File: src/rtl/spi_slave_fsm_pkg.sv
// Shared definitions for the SPI slave datapath: shift-register mode codes
// (also used by the shift register itself) and the transaction FSM states.
package spi_slave_fsm_pkg;

    localparam logic [1:0] SR_HOLD  = 2'b00;
    localparam logic [1:0] SR_RIGHT = 2'b01;
    localparam logic [1:0] SR_LEFT  = 2'b10;
    localparam logic [1:0] SR_PLOAD = 2'b11;

    typedef enum logic [2:0] {
        ST_IDLE         = 3'd0,
        ST_GET_ADDR     = 3'd1,
        ST_GOT_ADDR     = 3'd2,
        ST_READ_LOAD    = 3'd3,
        ST_READ         = 3'd4,
        ST_WRITE        = 3'd5,
        ST_WRITE_COMMIT = 3'd6,
        ST_DONE         = 3'd7
    } spi_state_e;

    // States in which a chip-select release leaves a transaction unfinished.
    function automatic logic is_abort_state(input spi_state_e st);
        logic hit_s;
        case (st)
            ST_GET_ADDR, ST_READ_LOAD, ST_READ,
            ST_WRITE, ST_WRITE_COMMIT: hit_s = 1'b1;
            default:                   hit_s = 1'b0;
        endcase
        return hit_s;
    endfunction

endpackage

File: src/rtl/spi_slave_fsm_if.sv
// Bus bundle between the SPI input conditioners / shift register and the
// transaction FSM. The FSM side uses the slave modport.
interface spi_slave_fsm_if #(parameter int width = 8);

    logic             cs_n;
    logic             sclk_pos;
    logic             sclk_neg;
    logic [width-1:0] sr_q;
    logic [1:0]       sr_mode;
    logic [width-2:0] addr;
    logic             addr_we;
    logic             dm_we;
    logic             miso_en;
    logic             busy;
    logic             abort_err;

    modport slave (
        input  cs_n, sclk_pos, sclk_neg, sr_q,
        output sr_mode, addr, addr_we, dm_we, miso_en, busy, abort_err
    );

    modport master (
        output cs_n, sclk_pos, sclk_neg, sr_q,
        input  sr_mode, addr, addr_we, dm_we, miso_en, busy, abort_err
    );

endinterface

File: src/rtl/spi_bit_counter.sv
// Saturating bit counter for the SPI slave FSM: counts qualified SCLK edges
// up to width and stops there; clear has priority over enable.
module spi_bit_counter #(
    parameter int width = 8
) (
    input  logic clk,
    input  logic reset,
    input  logic clr,
    input  logic en,
    output logic done,
    output logic last
);

    localparam int CW = $clog2(width) + 1;
    localparam logic [CW-1:0] CNT_MAX  = CW'(width);
    localparam logic [CW-1:0] CNT_LAST = CW'(width - 1);
    localparam logic [CW-1:0] CNT_ONE  = CW'(1);

    logic [CW-1:0] cnt_r;

    // Edge counter register: clear, saturating increment, or hold.
    always_ff @(posedge clk or posedge reset) begin
        if (reset) begin
            cnt_r <= {CW{1'b0}};
        end else if (clr) begin
            cnt_r <= {CW{1'b0}};
        end else if (en && (cnt_r != CNT_MAX)) begin
            cnt_r <= cnt_r + CNT_ONE;
        end else begin
            cnt_r <= cnt_r;
        end
    end

    assign done = (cnt_r == CNT_MAX);
    assign last = (cnt_r == CNT_LAST);

endmodule

File: src/rtl/spi_slave_fsm.sv
// SPI slave transaction controller: address/RW capture, then read (load +
// shift out) or write (shift in + commit). Optional sticky abort flag is
// built when SPI_FSM_ABORT_ERR_EN is defined.
module spi_slave_fsm
    import spi_slave_fsm_pkg::*;
#(
    parameter int width = 8
) (
    input  logic           clk,
    input  logic           reset,
    spi_slave_fsm_if.slave bus
);

    spi_state_e       state_r;
    spi_state_e       state_next_s;
    logic [1:0]       sr_mode_s;
    logic             addr_we_s;
    logic             dm_we_s;
    logic             cnt_en_s;
    logic             cnt_clr_s;
    logic             cnt_done_s;
    logic             cnt_last_s;
    logic [width-2:0] addr_r;

    spi_bit_counter #(.width(width)) u_cnt (
        .clk   (clk),
        .reset (reset),
        .clr   (cnt_clr_s),
        .en    (cnt_en_s),
        .done  (cnt_done_s),
        .last  (cnt_last_s)
    );

    // The counter restarts on every state change and is held clear in IDLE.
    assign cnt_clr_s = (state_next_s != state_r) || (state_r == ST_IDLE);

    // State register.
    always_ff @(posedge clk or posedge reset) begin
        if (reset) begin
            state_r <= ST_IDLE;
        end else begin
            state_r <= state_next_s;
        end
    end

    // Next state and Mealy outputs; a released chip select overrides everything.
    always_comb begin
        state_next_s = state_r;
        sr_mode_s    = SR_HOLD;
        addr_we_s    = 1'b0;
        dm_we_s      = 1'b0;
        cnt_en_s     = 1'b0;
        if ((state_r != ST_IDLE) && bus.cs_n) begin
            state_next_s = ST_IDLE;
        end else begin
            case (state_r)
                ST_IDLE: begin
                    if (!bus.cs_n) begin
                        state_next_s = ST_GET_ADDR;
                    end else begin
                        state_next_s = ST_IDLE;
                    end
                end
                ST_GET_ADDR: begin
                    if (bus.sclk_pos && !cnt_done_s) begin
                        sr_mode_s = SR_LEFT;
                        cnt_en_s  = 1'b1;
                        if (cnt_last_s) begin
                            state_next_s = ST_GOT_ADDR;
                        end else begin
                            state_next_s = ST_GET_ADDR;
                        end
                    end else if (cnt_done_s) begin
                        state_next_s = ST_GOT_ADDR;
                    end else begin
                        state_next_s = ST_GET_ADDR;
                    end
                end
                ST_GOT_ADDR: begin
                    addr_we_s    = 1'b1;
                    state_next_s = bus.sr_q[0] ? ST_READ_LOAD : ST_WRITE;
                end
                ST_READ_LOAD: begin
                    sr_mode_s    = SR_PLOAD;
                    state_next_s = ST_READ;
                end
                ST_READ: begin
                    // Read data leaves on falling SCLK so the master samples it on the rising edge.
                    if (bus.sclk_neg && !cnt_done_s) begin
                        sr_mode_s = SR_LEFT;
                        cnt_en_s  = 1'b1;
                        if (cnt_last_s) begin
                            state_next_s = ST_DONE;
                        end else begin
                            state_next_s = ST_READ;
                        end
                    end else if (cnt_done_s) begin
                        state_next_s = ST_DONE;
                    end else begin
                        state_next_s = ST_READ;
                    end
                end
                ST_WRITE: begin
                    if (bus.sclk_pos && !cnt_done_s) begin
                        sr_mode_s = SR_LEFT;
                        cnt_en_s  = 1'b1;
                        if (cnt_last_s) begin
                            state_next_s = ST_WRITE_COMMIT;
                        end else begin
                            state_next_s = ST_WRITE;
                        end
                    end else if (cnt_done_s) begin
                        state_next_s = ST_WRITE_COMMIT;
                    end else begin
                        state_next_s = ST_WRITE;
                    end
                end
                ST_WRITE_COMMIT: begin
                    dm_we_s      = 1'b1;
                    state_next_s = ST_DONE;
                end
                ST_DONE: begin
                    state_next_s = ST_DONE;
                end
                default: begin
                    state_next_s = ST_IDLE;
                end
            endcase
        end
    end

    // Address latch, loaded from the upper bits of the first byte.
    always_ff @(posedge clk or posedge reset) begin
        if (reset) begin
            addr_r <= {(width-1){1'b0}};
        end else if (addr_we_s) begin
            addr_r <= bus.sr_q[width-1:1];
        end else begin
            addr_r <= addr_r;
        end
    end

`ifdef SPI_FSM_ABORT_ERR_EN
    logic abort_err_r;

    // Sticky abort flag, cleared when the next transaction starts.
    always_ff @(posedge clk or posedge reset) begin
        if (reset) begin
            abort_err_r <= 1'b0;
        end else if (bus.cs_n && is_abort_state(state_r)) begin
            abort_err_r <= 1'b1;
        end else if ((state_r == ST_IDLE) && !bus.cs_n) begin
            abort_err_r <= 1'b0;
        end else begin
            abort_err_r <= abort_err_r;
        end
    end

    assign bus.abort_err = abort_err_r;
`else
    assign bus.abort_err = 1'b0;
`endif

    assign bus.sr_mode = sr_mode_s;
    assign bus.addr    = addr_r;
    assign bus.addr_we = addr_we_s;
    assign bus.dm_we   = dm_we_s;
    assign bus.miso_en = (state_r == ST_READ);
    assign bus.busy    = (state_r != ST_IDLE);

endmodule

File: src/flat_wrapper.sv
// flat-port wrapper written by rule: the top's interface ports become plain ports
module spi_slave_fsm_flat import spi_slave_fsm_pkg::*;
#(
    parameter int width = 8
)
  (clk, reset, bus_cs_n, bus_sclk_pos, bus_sclk_neg, bus_sr_q, bus_sr_mode, bus_addr, bus_addr_we, bus_dm_we, bus_miso_en, bus_busy, bus_abort_err);
  spi_slave_fsm_if #(.width(width)) bus_i ();
  input  logic clk;
  input  logic reset;
  input wire logic [$bits(bus_i.cs_n)-1:0] bus_cs_n;
  input wire logic [$bits(bus_i.sclk_pos)-1:0] bus_sclk_pos;
  input wire logic [$bits(bus_i.sclk_neg)-1:0] bus_sclk_neg;
  input wire logic [$bits(bus_i.sr_q)-1:0] bus_sr_q;
  output wire logic [$bits(bus_i.sr_mode)-1:0] bus_sr_mode;
  output wire logic [$bits(bus_i.addr)-1:0] bus_addr;
  output wire logic [$bits(bus_i.addr_we)-1:0] bus_addr_we;
  output wire logic [$bits(bus_i.dm_we)-1:0] bus_dm_we;
  output wire logic [$bits(bus_i.miso_en)-1:0] bus_miso_en;
  output wire logic [$bits(bus_i.busy)-1:0] bus_busy;
  output wire logic [$bits(bus_i.abort_err)-1:0] bus_abort_err;
  assign bus_i.cs_n = bus_cs_n;
  assign bus_i.sclk_pos = bus_sclk_pos;
  assign bus_i.sclk_neg = bus_sclk_neg;
  assign bus_i.sr_q = bus_sr_q;
  assign bus_sr_mode = bus_i.sr_mode;
  assign bus_addr = bus_i.addr;
  assign bus_addr_we = bus_i.addr_we;
  assign bus_dm_we = bus_i.dm_we;
  assign bus_miso_en = bus_i.miso_en;
  assign bus_busy = bus_i.busy;
  assign bus_abort_err = bus_i.abort_err;
  spi_slave_fsm #(.width(width)) u_core (.clk(clk), .reset(reset), .bus(bus_i));
endmodule
File: config.mk
export PLATFORM = sky130hd
export DESIGN_NAME = spi_slave_fsm_flat
export DESIGN_NICKNAME = d
export VERILOG_FILES = /design/src/rtl/spi_slave_fsm_pkg.sv /design/src/rtl/spi_slave_fsm_if.sv /design/src/rtl/spi_bit_counter.sv /design/src/rtl/spi_slave_fsm.sv /design/src/flat_wrapper.sv
export SDC_FILE = /design/constraint.sdc
export NUM_CORES = 1
export LEC_CHECK = 0
export CAP_MARGIN = 20
export CORE_MARGIN = 5
export CORE_UTILIZATION = 30
export CTS_CLUSTER_SIZE = 20
export DETAILED_ROUTE_END_ITERATION = 12
export GPL_TIMING_DRIVEN = 0
export PLACE_DENSITY_LB_ADDON = 0.25
export SYNTH_ARGS = -nofsm -noshare
export SYNTH_HDL_FRONTEND = slang
export SYNTH_SLANG_ARGS = --single-unit
export TNS_END_PERCENT = 50
File: constraint.sdc
create_clock -name clk -period 1.9 [get_ports clk]
set_input_delay 0.38 -clock clk [delete_from_list [all_inputs] [get_ports clk]]
set_output_delay 0.38 -clock clk [all_outputs]
set_load 0.01 [all_outputs]
==> impl_metrics.yaml <==
clocking:
  clkLatencyLatePin_ps: 270
  cts_tree: "done"
  cts-buffers-inserted: 3
  path_clk_slew_ps: 80
  max-clock-path-buffers: 2
  cts-root-buf: "clkbuf_4"
  clock_sink_count: 14
  htreeDepth: 1
yosys:
  ys_seq_area_share_pct: 37.4
  synthCells: 85
  postSynthNetCount: 100
  syn_area_per_cell_um2: 11.0
  synth-edff-count: 0
  largest_area_contributor_in_the_netlist: "dfrtp_1"
  synth_top_area_share_pct: 37.4
  yosys.cell_types.count: 42
  dominantRegCellSynth: "dfrtp_1"
  synth.ff_latch_count: 14
  async_reset_ff_share_pct: 100
  synth_warnings: 0
  mapped_area_um2: 936
  post_synth_main_area_contributors: "dfrtp_1, mux2_2, nor3_2, a2111oi_4, ha_1"
critical_path:
  slowest_stage: "clkdlybuf4s50_1"
  worst_path_largest_cell_delay_ps: 460
  critical_path.reg2reg.startpoint: "u_core.u_cnt.cnt_r[1]$_DFFE_PP0P_"
  reg2regPathDepth: 8
  cp_top_family: "buffers and inverters"
  crit_top_cell: "or2_4"
  critical_path_cell_count: 5
  timing.critical_path.cells: "clkdlybuf4s50_1, or2_4, a211oi_4, or2_4, buf_6"
  endpoint_of_the_worst_setup_timing_path: "bus_sr_mode[1]"
  critPathBufInv: 2
  r2r_setup_slack_ps: 120
  worstReg2RegEnd: "u_core.u_cnt.cnt_r[1]$_DFFE_PP0P_"
  critical_path_peak_fanout: 4
  setup.worst_path.end_class: "output port"
  cp.required_ps: 1520
  cp_startpoint_kind: "primary input"
  timing.setup.critical_path_class: "in2out"
  critPathArrivalTime_ps: 1590
  crit_start: "bus_cs_n"
finish:
  fin_area_um2: 1340
  finalNetCount: 136
  postLayoutCoreUtil_pct: 44.2
  drive_gt1_share_pct: 37.5
  layout_overhead_on_the_synthesized_area_pct: 43.0
  diodes: 0
place:
  dp_hpwl_um: 1660
  place.gp.congestion: 0.790
  io_buffers: 25
  postPlaceCellArea_um2: 1240
grt:
  first_global_vias: 858
  grt_start_max_net_pins: 15
  globalRouteMet2Util_pct: 17.5
  number_of_antenna_violations_at_the_first_check_in_global_routing: 0
  gr-usage-met3_pct: 2.55
  gr-usage-all-layers_pct: 10.9
  globalRoute.busiestLayer: "met2"
  first_pass_grt_wire_length_um: 3820
  grt.met1_usage_pct: 14.6
  globalRoute.totalOverflow: 0
detailed_routing:
  via_to_cell_ratio: 4.71
  routed_wire_length_per_instance_um: 13.3
  drt_first_iter_violations: 35
  postRouteWirelength_um: 2180
  detail_route.drc_violations: 0
  detail-route-antenna-nets: 0
  vias: 773
  number_of_search_and_repair_iterations_in_the_first_detailed_routing_pass: 4
power_and_ir_drop:
  pwr-share-comb_pct: 18.1
  total_switching_power_mw: 0.150
  sw_frac_of_total_pct: 23.1
  p_leak_nw: 0.560
  internal-power_mw: 0.499
  power_per_cell_area_nw_per_um2: 485
  clock_power_share_pct: 32.5
  irDropWorstVdd_mv: 0.328
  power_frac_seq_pct: 49.3
timing:
  worst_hold_slack_ps: 438
  max_slew.worst_pin.slew_ps: 519
  period_needed_ps: 1970
  highest_clock_rate_mhz: 507
  rsz0062_at_grt: "true"
  timing.final.max_slew_violations: 0
  finalClockSkew_ps: 0.817
  max_transition_margin_pct: 65.4
  timing.final.hold_violations: 0
  final_min_period_over_clock_period_pct: 104
  final_critical_path_setup_slack_ps: -70.8
  final-setup-viol-count: 1
floorplanning:
  die_h_um: 65.9
  placement_rows: 20
  die_width_um: 65.9
  fp.dieArea_um2: 4340
  floorplan.initialDensity_pct: 30.9
  core_area_um2: 3030
  io-pin-count: 27
worst_hold_path:
  min-delay-path-class: "in2async"
flow_run:
  maxCapViolations: 0
outcome:
  violations_in_the_final_reports: "negative setup slack"
  outcome: "finished, violations left"
==> power groups by stage <==
stage | Combinational, mW | Sequential [mW] | Clock (mW)
global placement | 0.113 | 0.325 | 0
CTS | 0.118 | 0.320 | 0.214
finish | 0.118 | 0.320 | 0.211
detailed placement | 0.114 | 0.326 | 0
floorplan | 0.0435 | 0.331 | 0
global route | 0.128 | 0.323 | 0.233
==> repair_timing <==
action | 4_1_cts | 5_1_grt
gates resized for setup | 18 | 9
hold buffers | 0 | 0
endpoints found under the setup margin | 6 | 5
pin swaps | 2 | 2
buffers inserted | 6 | 0
==> Yosys cell counts (all sizes together) (2+ instances only) <==
master / n
nor2: 2
or3b: 2
nand2: 4
ha: 2
and4b: 2
mux2: 7
a211oi: 2
xnor2: 2
dfrtp: 14
a21oi: 2
buf: 6
nand3b: 2
inv: 6
nand2b: 2
or2: 2
o21ai: 2
nor3: 10
==> layout make-up <==
cell class	count	area (um^2)
Sequential cell	14	350
Multi-Input combinational cell	59	537
Buffer	6	52.6
Fill cell	304	1690
Clock buffer	4	36.3
Inverter	6	22.5
Timing Repair Buffer	31	285
Tap cell	44	55.1
==> cell usage in the layout (no fill, tap or decap), drive strengths merged, types with 2 or more instances in the layout <==
cell type,instances
or3b,2
or2,2
o21ai,2
buf,13
dfrtp,14
ha,2
and4b,2
nor3,10
clkbuf,6
mux2,7
inv,6
nand2,4
nand3b,2
dlygate4sd2,2
clkdlybuf4s50,19
nor2,2
a21oi,2
xnor2,2
a211oi,2
nand2b,2
==> metal layers <==
| layer | vias up | wire length (um) |
|---|---|---|
| met1 | 371 | 1010 |
| li1 | 377 | - |
| met5 | - | 0 |
| met2 | 25 | 1020 |
| met4 | 0 | 0 |
| met3 | 0 | 148 |
==> sequential cells by signal, indices dropped and copies added (netlist names) <==
| register | cells |
|---|---|
| u_core.state_r | 3 |
| u_core.u_cnt.cnt_r | 4 |
| u_core.bus.addr | 7 |
==> cells by family (layout without fill, tap and decap cells) <==
kind of cell             count (synthesis)  in the layout  share of synthesized area (%)
other                                    1              1                          0.401
multiplexers                             8              8                           9.49
flip-flops                              14             14                           37.4
AND/OR/NAND/NOR                         32             32                           25.4
buffers and inverters                   12             47                           7.35
XOR/XNOR                                 2              2                           1.87
adder cells (fa/ha/maj)                  2              2                           2.67
AO/OA/AOI/OAI                           14             14                           15.4
==> worst min-delay path by stage <==
stage	from	endpoint	slack (ps)	depth (start not counted)
floorplan	reset	u_core.bus.addr[0]$_DFFE_PP0P_	270	1
global placement	u_core.bus.addr[3]$_DFFE_PP0P_	u_core.bus.addr[3]$_DFFE_PP0P_	490	1
detailed placement	u_core.bus.addr[6]$_DFFE_PP0P_	u_core.bus.addr[6]$_DFFE_PP0P_	500	1
CTS	reset	u_core.bus.addr[5]$_DFFE_PP0P_	460	2
global route	reset	u_core.bus.addr[3]$_DFFE_PP0P_	490	2
finish	reset	u_core.u_cnt.cnt_r[0]$_DFFE_PP0P_	440	2
==> stage by stage <==
stage                     std cells  TNS (ps)  setup WS (ps)  power (mW)
after floorplan                  85         0            187       0.375
after global placement          154     -3950           -689       0.438
after detailed placement        154     -4220           -691       0.440
after CTS                       164      -212           -187       0.652
after global routing            164      -272           -121       0.683
final                           164     -70.8          -70.8       0.649
Note: power is estimated with default switching activity, not from simulation.
==> variant, RTL diff (same flow settings) <==
`width` is set to 8 in 4 places; all go to 16.
--- a/src/rtl/spi_slave_fsm_if.sv
+++ b/src/rtl/spi_slave_fsm_if.sv
@@ -1,6 +1,6 @@
 // Bus bundle between the SPI input conditioners / shift register and the
 // transaction FSM. The FSM side uses the slave modport.
-interface spi_slave_fsm_if #(parameter int width = 8);
+interface spi_slave_fsm_if #(parameter int width = 16);
 
     logic             cs_n;
     logic             sclk_pos;
--- a/src/rtl/spi_bit_counter.sv
+++ b/src/rtl/spi_bit_counter.sv
@@ -1,7 +1,7 @@
 // Saturating bit counter for the SPI slave FSM: counts qualified SCLK edges
 // up to width and stops there; clear has priority over enable.
 module spi_bit_counter #(
-    parameter int width = 8
+    parameter int width = 16
 ) (
     input  logic clk,
     input  logic reset,
--- a/src/rtl/spi_slave_fsm.sv
+++ b/src/rtl/spi_slave_fsm.sv
@@ -4,7 +4,7 @@
 module spi_slave_fsm
     import spi_slave_fsm_pkg::*;
 #(
-    parameter int width = 8
+    parameter int width = 16
 ) (
     input  logic           clk,
     input  logic           reset,
--- a/src/flat_wrapper.sv
+++ b/src/flat_wrapper.sv
@@ -1,7 +1,7 @@
 // flat-port wrapper written by rule: the top's interface ports become plain ports
 module spi_slave_fsm_flat import spi_slave_fsm_pkg::*;
 #(
-    parameter int width = 8
+    parameter int width = 16
 )
   (clk, reset, bus_cs_n, bus_sclk_pos, bus_sclk_neg, bus_sr_q, bus_sr_mode, bus_addr, bus_addr_we, bus_dm_we, bus_miso_en, bus_busy, bus_abort_err);
   spi_slave_fsm_if #(.width(width)) bus_i ();
Interface: changed (resized bus_addr and bus_sr_q); port bits go from 27 to 43. The function was not compared with the original's and may differ.
==> variant against the unedited design <==
  * Design area is 40% higher
  * Sequential cell count is 9 higher
  * Setup slack better by 0.11 ns
  * Largest cell class unchanged
  * Die area is 27% higher
  * Global-route usage is 0.26 points higher
  * Clock skew is 0.0042 ns higher
  * Area after synthesis is 32% higher
  * Wire length is 38% higher
  * Critical path depth stayed put
  * Largest power group unchanged
  * Final cell count is 30% higher
  * Synthesized cell count is 29% higher
  * Power is 35% higher
  * Sequential share of layout area is 4.7 points higher
==> variant: results (changes against the unedited design) <==
| Metric | Value |
|---|---|
| Max FO, Critical Path | 3 (-1) |
| Worst vdd ir | 0.000333 V (+1.3%) |
| Gpl congestion | 0.803 (+1.7%) |
| DRT Pass-1 Iters | 2 (-2) |
| Worst-skew pair later-pin latency | 0.25 ns (-0.02 ns) |
| Critical path's slowest cell | clkdlybuf4s50_1 |
| Via Count | 1027 (+33%) |
| Synth top area cells | dfrtp_1 (47%), mux2_2 (15%), ha_1 (4.1%), a21oi_1 (2.8%), buf_6 (1.8%) |
| Iter 0 DRT Violations | 72 (+110%) |
| Status | complete, no violations |
| CTS max path bufs | 2 (unchanged) |
| Hold Crit Class | input pin to flip-flop |
| Clk root buf | clkbuf_8 |
| CP arrival | 1.48 ns (-0.11 ns) |
| Sequential-to-total area share from yosys stat | 46.6% (+9.2 points) |
| Least-Margin Pin Slew | 0.851 ns (+0.332 ns) |
| Largest net degree at the start of global routing | 24 (+9) |
| Setup crit start | bus_sclk_pos |
| Reg clk slew, reported paths | 0.07 ns |
| Max reg flops | 15 (+8) |
| Vias in the first global route | 1124 (+31%) |
| Most instantiated cells after synthesis | dfrtp_1 (23), mux2_2 (16), a21oi_1 (7) |
| Layout Nets | 189 (+39%) |
| LEAKAGE | 0.855 nW (+53%) |
| Pre-CTS setup slack | -0.900 ns (-0.209 ns) |
| Final WL | 3000 um (+38%) |
| Netlist cell types | 36 (-14%) |
| Clock Skews | 0.00506 ns (+0.00424 ns) |
| DP HPWL | 2120 um (+28%) |
| Layout cells sized above 1 | 33.1% (-4.4 points) |
| First-pass GRT wire length | 4890 um (+28%) |
| Initial antenna violation count | 0 (unchanged) |
| Critical path's largest stage delay | 0.48 ns (+0.02 ns) |
| Synth top area share | 46.6% (+9.2 points) |
| Mapped Nets | 135 (+35%) |
| Number of port buffers | 41 (+64%) |
| GRT Util Overall | 11.2% (+0.26 points) |
==> variant: cell count changes after synthesis, moves of 3 or more <==
| cell | delta |
|---|---|
| a21oi_1 | +5 |
| dfrtp_1 | +9 |
| mux2_2 | +9 |
| nor2_1 | +4 |
| nor3_2 | -3 |
==> variant: routing by layer <==
layer / vias up / global-route usage [%] / part of all wire (%)
met1: 499 / 12.4 / 40
met4: 0 / 4.23 / 1.3
met5: - / 0 / 0
li1: 491 / - / -
met3: 4 / 4.46 / 9.4
met2: 33 / 19.2 / 50
==> variant: cell type report <==
class / count / area, sq um
repair buffers: 49 / 464
clock buffers: 4 / 45.0
flip-flops and latches: 23 / 578
fillers: 382 / 2120
multi-input cells: 77 / 654
well taps: 50 / 62.6
plain buffers: 6 / 56.3
inverters: 4 / 15.0
==> variant: cell families after synthesis <==
| logic type | share of synthesized area [%] |
|---|---|
| other cells | 0.304 |
| mux | 15.4 |
| xor+xnor | 1.42 |
| fa+ha+maj | 4.05 |
| buf+inv | 4.96 |
| simple gates | 16.7 |
| flops | 46.6 |
| compound gates | 10.5 |
==> variant: repair_timing <==
action                     in CTS  in global routing
pin swaps                       3                  6
gates resized for setup        24                 13
buffers inserted                6                  2
setup endpoints to repair      20                  8
==> variant: per-stage QoR <==
step / setup TNS [ns] / area [sq um] / cells
after global routing: -0.0422 / 1880 / 213
after floorplan: 0 / 1230 / 110
after global placement: -7.83 / 1710 / 201
after CTS: -0.0688 / 1810 / 211
final: 0 / 1880 / 213
after detailed placement: -7.96 / 1710 / 201
==> variant: final timing paths <==
path	to	slack [ns]	depth (start not counted)
max	bus_sr_mode[1]	0.04	5
min	u_core.state_r[2]	0.50	2
max reg2reg	u_core.u_cnt.cnt_r[3]	0.06	7
min reg2reg	u_core.bus.addr[1]	0.51	1
max in group asynchronous	u_core.state_r[0]	0.71	2
min in group asynchronous	u_core.bus.addr[1]	0.61	2
==> variant: where the power goes <==
part | internal [mW] | switching [mW]
Clock | 0.149 | 0.137
Combinational | 0.0573 | 0.0423
Sequential | 0.491 | 0.00237
Total | 0.698 | 0.182
